[src/rtl/vga_grid_sampler.sv]
// VGA timing generator with a GRID_W x GRID_H down-sampling window, colour mode select and sample strobes.
// Latency: every registered output reflects the counter position of the previous cycle (1 cycle).
// No backpressure: the raster free-runs, and oRequest runs REQ_LEAD cycles ahead so upstream can keep up.
module vga_grid_sampler #(
    parameter int H_ACT    = 640,
    parameter int H_FP     = 16,
    parameter int H_SYNC   = 96,
    parameter int H_BP     = 48,
    parameter int V_ACT    = 480,
    parameter int V_FP     = 10,
    parameter int V_SYNC   = 2,
    parameter int V_BP     = 33,
    parameter int GRID_W   = 28,
    parameter int GRID_H   = 28,
    parameter int STRIDE   = 16,
    parameter int WIN_X0   = 96,
    parameter int WIN_Y0   = 16,
    parameter int DATA_W   = 8,
    parameter int N_MODES  = 3,
    parameter int REQ_LEAD = 2
) (
    input  logic                         iCLK,
    input  logic                         iRST_N,
    input  logic [DATA_W-1:0]            iRed,
    input  logic [DATA_W-1:0]            iGreen,
    input  logic [DATA_W-1:0]            iBlue,
    input  logic [DATA_W-1:0]            iGrey,
    input  logic [DATA_W-1:0]            iBW,
    input  logic                         iMode_step,
    input  logic                         iOverlay_en,
    output logic                         oRequest,
    output logic [DATA_W-1:0]            oVGA_R,
    output logic [DATA_W-1:0]            oVGA_G,
    output logic [DATA_W-1:0]            oVGA_B,
    output logic                         oVGA_H_SYNC,
    output logic                         oVGA_V_SYNC,
    output logic                         oVGA_BLANK,
    output logic                         oVGA_SYNC,
    output logic                         oVGA_CLOCK,
    output logic                         oFrame_start,
    output logic                         oSample_valid,
    output logic [$clog2(GRID_W)-1:0]    oSample_X,
    output logic [$clog2(GRID_H)-1:0]    oSample_Y,
    output logic                         oGrid_done,
    output logic [$clog2(N_MODES)-1:0]   oMode
);

    localparam int H_TOTAL = H_SYNC + H_BP + H_ACT + H_FP;
    localparam int V_TOTAL = V_SYNC + V_BP + V_ACT + V_FP;
    localparam int HW      = $clog2(H_TOTAL);
    localparam int VW      = $clog2(V_TOTAL);
    localparam int XW      = $clog2(GRID_W);
    localparam int YW      = $clog2(GRID_H);
    localparam int MW      = $clog2(N_MODES);
    localparam int SB      = $clog2(STRIDE);
    localparam int H_ACT0  = H_SYNC + H_BP;
    localparam int V_ACT0  = V_SYNC + V_BP;

    // Window and stride must fit the visible area; the stride is used as a mask/shift.
    if (GRID_W * STRIDE + WIN_X0 > H_ACT) begin : gWinXCheck
        $error("vga_grid_sampler: GRID_W*STRIDE+WIN_X0 exceeds H_ACT");
    end
    if (GRID_H * STRIDE + WIN_Y0 > V_ACT) begin : gWinYCheck
        $error("vga_grid_sampler: GRID_H*STRIDE+WIN_Y0 exceeds V_ACT");
    end
    if ((1 << SB) != STRIDE) begin : gStrideCheck
        $error("vga_grid_sampler: STRIDE must be a power of two");
    end

    logic [HW-1:0]     hCont;
    logic [VW-1:0]     vCont;
    int                hPos, vPos, ax, ay, wx, wy;
    logic              active, reqActive, samplePt, frameEdge;
    logic [DATA_W-1:0] nextR, nextG, nextB;
    logic [1:0]        stepSync;
    logic              stepPrev, stepEdge, pending;

    assign oVGA_BLANK = oVGA_H_SYNC & oVGA_V_SYNC;
    assign oVGA_SYNC  = 1'b0;
    assign oVGA_CLOCK = iCLK;
    assign stepEdge   = stepSync[1] & ~stepPrev;

    // Raster counters: H wraps every line, V advances on the H wrap.
    always_ff @(posedge iCLK or negedge iRST_N) begin
        if (!iRST_N) begin
            hCont <= '0;
            vCont <= '0;
        end else if (hCont == HW'(H_TOTAL - 1)) begin
            hCont <= '0;
            vCont <= (vCont == VW'(V_TOTAL - 1)) ? '0 : vCont + 1'b1;
        end else begin
            hCont <= hCont + 1'b1;
        end
    end

    // Decode the current raster position into active, request and grid-sample flags.
    always_comb begin
        hPos      = int'(hCont);
        vPos      = int'(vCont);
        ax        = hPos - H_ACT0;
        ay        = vPos - V_ACT0;
        wx        = ax - WIN_X0;
        wy        = ay - WIN_Y0;
        active    = (ax >= 0) && (ax < H_ACT) && (ay >= 0) && (ay < V_ACT);
        reqActive = (hPos + REQ_LEAD >= H_ACT0) && (hPos + REQ_LEAD < H_ACT0 + H_ACT) &&
                    (ay >= 0) && (ay < V_ACT);
        // Indices come straight from the counters, so a glitch can never accumulate drift.
        samplePt  = (wx >= 0) && (wx < GRID_W * STRIDE) &&
                    (wy >= 0) && (wy < GRID_H * STRIDE) &&
                    ((wx & (STRIDE - 1)) == 0) && ((wy & (STRIDE - 1)) == 0);
        frameEdge = (hCont == '0) && (vCont == '0);
    end

    // Colour select: sample points may be forced to the thresholded pixel, blanking is black.
    always_comb begin
        nextR = '0;
        nextG = '0;
        nextB = '0;
        if (active) begin
            if (samplePt && (iOverlay_en || oMode == MW'(2))) begin
                nextR = iBW;
                nextG = iBW;
                nextB = iBW;
            end else if (oMode == MW'(1)) begin
                nextR = iGrey;
                nextG = iGrey;
                nextB = iGrey;
            end else if (oMode == MW'(2)) begin
                nextR = iBW;
                nextG = iBW;
                nextB = iBW;
            end else begin
                nextR = iRed;
                nextG = iGreen;
                nextB = iBlue;
            end
        end
    end

    // Register every DAC/strobe output so all of them share the same one-cycle latency.
    always_ff @(posedge iCLK or negedge iRST_N) begin
        if (!iRST_N) begin
            oRequest      <= 1'b0;
            oVGA_H_SYNC   <= 1'b0;
            oVGA_V_SYNC   <= 1'b0;
            oVGA_R        <= '0;
            oVGA_G        <= '0;
            oVGA_B        <= '0;
            oFrame_start  <= 1'b0;
            oSample_valid <= 1'b0;
            oSample_X     <= '0;
            oSample_Y     <= '0;
            oGrid_done    <= 1'b0;
        end else begin
            oRequest      <= reqActive;
            oVGA_H_SYNC   <= (hPos >= H_SYNC);
            oVGA_V_SYNC   <= (vPos >= V_SYNC);
            oVGA_R        <= nextR;
            oVGA_G        <= nextG;
            oVGA_B        <= nextB;
            oFrame_start  <= frameEdge;
            oSample_valid <= samplePt;
            oSample_X     <= samplePt ? XW'(wx >> SB) : '0;
            oSample_Y     <= samplePt ? YW'(wy >> SB) : '0;
            oGrid_done    <= samplePt && ((wx >> SB) == GRID_W - 1) && ((wy >> SB) == GRID_H - 1);
        end
    end

    // Key edges arm a pending step that is only applied on the frame boundary.
    always_ff @(posedge iCLK or negedge iRST_N) begin
        if (!iRST_N) begin
            stepSync <= '0;
            stepPrev <= 1'b0;
            pending  <= 1'b0;
            oMode    <= '0;
        end else begin
            stepSync <= {stepSync[0], iMode_step};
            stepPrev <= stepSync[1];
            if (frameEdge && pending) begin
                pending <= 1'b0;
                oMode   <= (oMode == MW'(N_MODES - 1)) ? '0 : oMode + 1'b1;
            end else if (stepEdge) begin
                pending <= 1'b1;
            end
        end
    end

endmodule

[config.mk]
export PLATFORM = sky130hd
export DESIGN_NAME = vga_grid_sampler
export DESIGN_NICKNAME = d
export VERILOG_FILES = /design/src/rtl/vga_grid_sampler.sv
export SDC_FILE = /design/constraint.sdc
export NUM_CORES = 1
export LEC_CHECK = 0
export CELL_PAD_IN_SITES_DETAIL_PLACEMENT = 0
export CELL_PAD_IN_SITES_GLOBAL_PLACEMENT = 1
export CORE_ASPECT_RATIO = 1.4
export CORE_MARGIN = 5
export CORE_UTILIZATION = 38
export CTS_CLUSTER_SIZE = 12
export DETAILED_ROUTE_END_ITERATION = 16
export GPL_TIMING_DRIVEN = 0
export PLACE_DENSITY = 0.92
export SYNTH_ARGS = -nofsm -noshare
export SYNTH_HDL_FRONTEND = slang
export SYNTH_SLANG_ARGS = --single-unit
[constraint.sdc]
create_clock -name iCLK -period 4.55 [get_ports iCLK]
set_input_delay 0.91 -clock iCLK [delete_from_list [all_inputs] [get_ports iCLK]]
set_output_delay 0.91 -clock iCLK [all_outputs]
set_load 0.05 [all_outputs]
==> results.py, run 1 <==
metrics = {
    "global_routing": {
        "first_global_vias": 3716,
        "global_route.overflow_total": 0,
        "grt_use_total": 0.186,
        "antenna_found_initial": 0,
        "grt_first_pass_wirelength_um": 17700,
        "largest_net_degree_at_the_start_of_global_routing": 67,
    },
    "worst_setup_path": {
        "crit_path_frequent_cell": "sky130_fd_sc_hd__clkbuf_16",
        "worst_ep_required_time_ns": 3.64,
        "crit_slowest_cell": "sky130_fd_sc_hd__clkdlybuf4s50_1",
        "worst_setup_path_end_kind": "output port",
        "critical_path.max_fanout": 2,
        "timing.critical_path.cells": "clkbuf_16 > clkbuf_16 > buf_4 > clkdlybuf4s50_1",
        "timing.setup.critical_path_class": "clk2out",
        "cp_slowest_stage_delay_ns": 0.69,
        "startpoint_type": "clock port",
        "worst-endpoint-arrival_ns": 3.33,
    },
    "synthesis": {
        "synthDominantAreaCellType": "sky130_fd_sc_hd__dfrtp_1",
        "mappedNetlistNets": 488,
        "avgSynthCellArea_um2": 9.06,
        "synth.distinct_cells": 62,
        "post-synth-top-area-fraction": 0.422,
        "postSynth.asyncResetShare": 1.00,
        "synth_sequential_area_ratio": 0.422,
        "synth.ff_latch_count": 66,
        "ys.flop_type": "sky130_fd_sc_hd__dfrtp_1",
        "yosysWarningCount": 0,
        "synth_enable_flop_cells": 0,
        "mappedNetlistArea_mm2": 0.00392,
        "syn-instance-count": 432,
        "synth_area_leaders": "sky130_fd_sc_hd__dfrtp_1 (42%), sky130_fd_sc_hd__nand2_1 (7.0%), sky130_fd_sc_hd__o221a_1 (6.9%)",
    },
    "floorplanning": {
        "die_w_um": 95.8,
        "die_h_um": 130,
        "start_util": 0.391,
        "floorplan.rows": 43,
        "placeableCoreArea_mm2": 0.0100,
        "dieArea_mm2": 0.0125,
        "io-pin-count": 89,
    },
    "sta": {
        "setup_tns_ns": 0,
        "setup-violations-final": 0,
        "timing.final.hold_violations": 0,
        "setup_slack_ns": 0.313,
        "report.final.slew_viol_count": 0,
        "clock-skew-final_ns": 0.00471,
        "grt_setup_unrepaired": "false",
        "timing.max_slew.rel_slack": 0.428,
        "worst_pin_slew_ns": 0.857,
    },
    "finish": {
        "layout.cells.most_common": "sky130_fd_sc_hd__clkdlybuf4s50_1",
        "post-route-cell-area_mm2": 0.00533,
        "final_cell_mix": "sky130_fd_sc_hd__clkdlybuf4s50_1 (86), sky130_fd_sc_hd__nand2_1 (73), sky130_fd_sc_hd__dfrtp_1 (66), sky130_fd_sc_hd__nor2_1 (37), sky130_fd_sc_hd__o221a_1 (24)",
        "antenna_fix_cells": 0,
        "nNetsFinal": 589,
        "drive_gt1_frac": 0.0669,
        "layout-area-overhead-vs-synth_pct": 36.2,
        "num-fill-cells": 953,
    },
    "placed_design": {
        "dp_slack_ns": 0.579,
        "detailedPlacementHpwl_um": 8170,
        "weighted_congestion_reported_at_the_end_of_routability_driven_placement": 0.922,
        "portbufs": 87,
        "placedInstanceArea_mm2": 0.00495,
    },
    "clocking": {
        "clk_pin_slew_ns": 0.05,
        "cts_tree": "done",
        "worst_skew_pair.late_latency_ns": 0.45,
        "post_cts_resized": 0,
        "postCtsHoldBufs": 0,
        "post_cts.repair.setup_buffers": 0,
    },
    "routing": {
        "vias_per_cell": 5.33,
        "vias": 3590,
        "detail-route-antenna-nets": 0,
        "drt_wl_total_um": 10700,
        "drt_iter0_markers": 249,
        "post_route_drc_violation_count": 0,
        "dr.pass1.iters": 4,
        "routed_wire_length_per_instance_um": 16.0,
    },
    "power": {
        "leakagePower_nw": 2.41,
        "cellPowerDensity_mw_per_mm2": 291,
        "max-vdd-ir-drop_uv": 254,
    },
    "outcome": {
        "run_status": "complete, no violations",
    },
    "run": {
        "number_of_maximum_capacitance_constraint_violations": 0,
    },
    "min_path": {
        "hold_path_class": "reg2reg",
    },
}
-- critical path, delay by kind of cell --
kind                   cells  cell delay [ns]
buffers and inverters      4             1.06
-- power breakdown --
| group | internal [mW] | switching [mW] |
|---|---|---|
| Clock | 0.576 | 0.320 |
| Sequential | 0.590 | 0.00128 |
| Combinational | 0.0374 | 0.0284 |
| Total | 1.20 | 0.349 |
-- kinds of logic after synthesis --
family / after synthesis / synth area share
AO/OA/AOI/OAI: 97 / 0.196
XOR/XNOR: 22 / 0.0562
adder cells (fa/ha/maj): 12 / 0.0383
buffers and inverters: 47 / 0.0546
flip-flops: 66 / 0.422
multiplexers: 3 / 0.00831
other: 1 / 0.000958
AND/OR/NAND/NOR: 184 / 0.223
-- layer usage --
layer | up-vias | GRT usage | wire, µm
met5 | - | 0 | 0
met4 | 0 | 0.0913 | 231
met3 | 17 | 0.0657 | 786
met2 | 124 | 0.321 | 5650
met1 | 1704 | 0.198 | 4080
li1 | 1745 | - | -
-- cell usage after synthesis (5+ instances only) --
master	count
sky130_fd_sc_hd__a22oi_1	8
sky130_fd_sc_hd__dfrtp_1	66
sky130_fd_sc_hd__and3_1	7
sky130_fd_sc_hd__nor3_1	5
sky130_fd_sc_hd__ha_1	12
sky130_fd_sc_hd__nand2b_1	7
sky130_fd_sc_hd__nand3_1	16
sky130_fd_sc_hd__nand4_1	6
sky130_fd_sc_hd__and2_1	5
sky130_fd_sc_hd__nor2_1	37
sky130_fd_sc_hd__buf_2	5
sky130_fd_sc_hd__o221a_1	24
sky130_fd_sc_hd__o21ai_0	18
sky130_fd_sc_hd__a21oi_1	12
sky130_fd_sc_hd__inv_1	13
sky130_fd_sc_hd__nand2_1	73
sky130_fd_sc_hd__clkbuf_1	22
sky130_fd_sc_hd__nor2b_1	6
sky130_fd_sc_hd__or3_1	7
sky130_fd_sc_hd__xor2_1	12
sky130_fd_sc_hd__xnor2_1	8
-- stage by stage --
step	hold WS [ns]	std cells	power, mW	util
2_1_floorplan	0.331	432	0.661	-
3_3_place_gp	0.334	654	0.730	0.495
3_5_place_dp	0.340	654	0.731	0.495
4_1_cts	0.351	673	1.57	0.533
5_1_grt	0.356	673	1.60	0.533
6_report	0.353	673	1.55	0.533
-- sequential cells by signal, indices dropped and copies added (netlist names), 2 cells and up --
name       count
hCont         10
vCont         10
oVGA_B         8
oVGA_G         8
oVGA_R         8
oSample_X      5
oSample_Y      5
oMode          2
stepSync       2
-- final timing paths --
check,from,cells past startpoint,endpoint,slack (ns)
worst max-delay path,iCLK,4,oVGA_CLOCK,0.31
worst min-delay path,stepSync[0],0,stepSync[1],0.35
worst max register to register,vCont[1],13,oVGA_R[6],0.93
worst min register to register,stepSync[0],0,stepSync[1],0.35
max in group asynchronous,iRST_N,1,vCont[5],3.47
min in group asynchronous,iRST_N,1,stepSync[0],0.56
-- layout make-up --
class	instances	area, µm²	share of cell area
Sequential cell	66	1650	0.310
Tap cell	135	169	0.0317
Buffer	33	161	0.0303
Multi-Input combinational cell	319	2050	0.384
Clock inverter	6	66.3	0.0124
Clock buffer	14	324	0.0608
Inverter	14	52.6	0.00985
Timing Repair Buffer	86	858	0.161
No activity file was read; power rests on OpenSTA's default activity.
==> inputs of run 2 (changes only) <==
- PLACE_DENSITY: 0.92 -> unset
- PLACE_DENSITY_LB_ADDON: unset -> 0.1
==> results.py, run 2 (synthesis results as in run 1) <==
metrics = {
    "clocking": {
        "postCtsHoldBufs": 0,
        "post_cts.repair.setup_buffers": 0,
        "cts_tree": "done",
        "post_cts_resized": 0,
        "clk_pin_slew_ns": 0.05,
        "worst_skew_pair.late_latency_ns": 0.45,
    },
    "floorplanning": {
        "placeableCoreArea_mm2": 0.0100,
        "die_w_um": 95.8,
        "io-pin-count": 89,
        "start_util": 0.391,
        "floorplan.rows": 43,
        "dieArea_mm2": 0.0125,
        "die_h_um": 130,
    },
    "global_routing": {
        "largest_net_degree_at_the_start_of_global_routing": 67,
        "antenna_found_initial": 0,
        "grt_use_total": 0.191,
        "global_route.overflow_total": 0,
        "grt_first_pass_wirelength_um": 18100,
        "first_global_vias": 3707,
    },
    "placed_design": {
        "dp_slack_ns": 0.579,
        "portbufs": 87,
        "weighted_congestion_reported_at_the_end_of_routability_driven_placement": 0.900,
        "detailedPlacementHpwl_um": 8280,
    },
    "finish": {
        "num-fill-cells": 992,
        "layout.cells.most_common": "sky130_fd_sc_hd__clkdlybuf4s50_1",
        "final_cell_mix": "sky130_fd_sc_hd__clkdlybuf4s50_1 (86), sky130_fd_sc_hd__nand2_1 (73), sky130_fd_sc_hd__dfrtp_1 (66), sky130_fd_sc_hd__nor2_1 (37), sky130_fd_sc_hd__o221a_1 (24)",
        "drive_gt1_frac": 0.0651,
        "utilization": 0.532,
        "antenna_fix_cells": 0,
        "nNetsFinal": 589,
        "biggestRegsByFlops": "hCont x10, vCont x10",
        "layout-area-overhead-vs-synth_pct": 36.0,
    },
    "sta": {
        "hold_slack_ns": 0.349,
        "timing.max_slew.rel_slack": 0.401,
        "report.final.slew_viol_count": 0,
        "timing.final.hold_violations": 0,
        "grt_setup_unrepaired": "false",
        "setup_slack_ns": 0.312,
        "setup-violations-final": 0,
        "clock-skew-final_ns": 0.0101,
        "setup_tns_ns": 0,
        "worst_pin_slew_ns": 0.898,
    },
    "worst_setup_path": {
        "timing.critical_path.cells": "clkbuf_16 > clkbuf_16 > buf_4 > clkdlybuf4s50_1",
        "timing.setup.critical_path_class": "clk2out",
        "startpoint_type": "clock port",
        "cp_slowest_stage_delay_ns": 0.69,
        "timing.reg2reg.worst_path_depth": 13,
        "worst_setup_path_end_kind": "output port",
        "worst-endpoint-arrival_ns": 3.33,
        "critical_path.max_fanout": 2,
        "crit_path_frequent_cell": "sky130_fd_sc_hd__clkbuf_16",
        "crit_slowest_cell": "sky130_fd_sc_hd__clkdlybuf4s50_1",
        "worst_ep_required_time_ns": 3.64,
    },
    "routing": {
        "drt_iter0_markers": 128,
        "vias": 3582,
        "detail-route-antenna-nets": 0,
        "drt_wl_total_um": 10800,
        "vias_per_cell": 5.32,
        "dr.pass1.iters": 4,
        "post_route_drc_violation_count": 0,
        "routed_wire_length_per_instance_um": 16.1,
    },
    "power": {
        "max-vdd-ir-drop_uv": 283,
        "cellPowerDensity_mw_per_mm2": 289,
        "leakagePower_nw": 2.42,
    },
    "run": {
        "number_of_maximum_capacitance_constraint_violations": 0,
    },
    "min_path": {
        "hold_path_class": "reg2reg",
        "min_delay_path_depth": 0,
    },
    "outcome": {
        "run_status": "complete, no violations",
    },
}
## run 2: worst paths after layout
kind,startpoint,to,slack (ns)
max,iCLK,oVGA_CLOCK,0.31
min,stepSync[0],stepSync[1],0.35
max reg2reg,vCont[1],oVGA_G[6],0.91
min reg2reg,stepSync[0],stepSync[1],0.35
max in group asynchronous,iRST_N,pending,3.44
min in group asynchronous,iRST_N,hCont[5],0.56
## run 2: layer usage
layer  GRT usage  wire length, µm
met3      0.0692              740
met2       0.329             5650
met4      0.0879              250
met5           0                0
met1       0.207             4200
## run 2: area by class of cell
type                    count  area, µm²  share of cell area
multi-input cells         319       2050               0.385
flip-flops and latches     66       1650               0.310
repair buffers             86        858               0.161
clock buffers              15        328              0.0616
well taps                 135        169              0.0317
plain buffers              33        161              0.0303
clock inverters             5       53.8              0.0101
inverters                  14       52.6             0.00987
## run 2: critical path, delay by kind of cell
| kind | cells | cell delay [ns] |
|---|---|---|
| buf+inv | 4 | 1.06 |
## run 2: through the flow
step           total power [mW]  cell area [µm²]  instances
5_1_grt                    1.60             5320        673
2_1_floorplan             0.661             3920        432
3_5_place_dp              0.731             4950        654
3_3_place_gp              0.730             4950        654
4_1_cts                    1.56             5320        673
6_report                   1.54             5320        673
## run 2: report_power, final
group	internal [mW]	switching, mW	total, mW
registers	0.590	0.00139	0.591
clock network	0.574	0.308	0.882
logic	0.0374	0.0278	0.0651
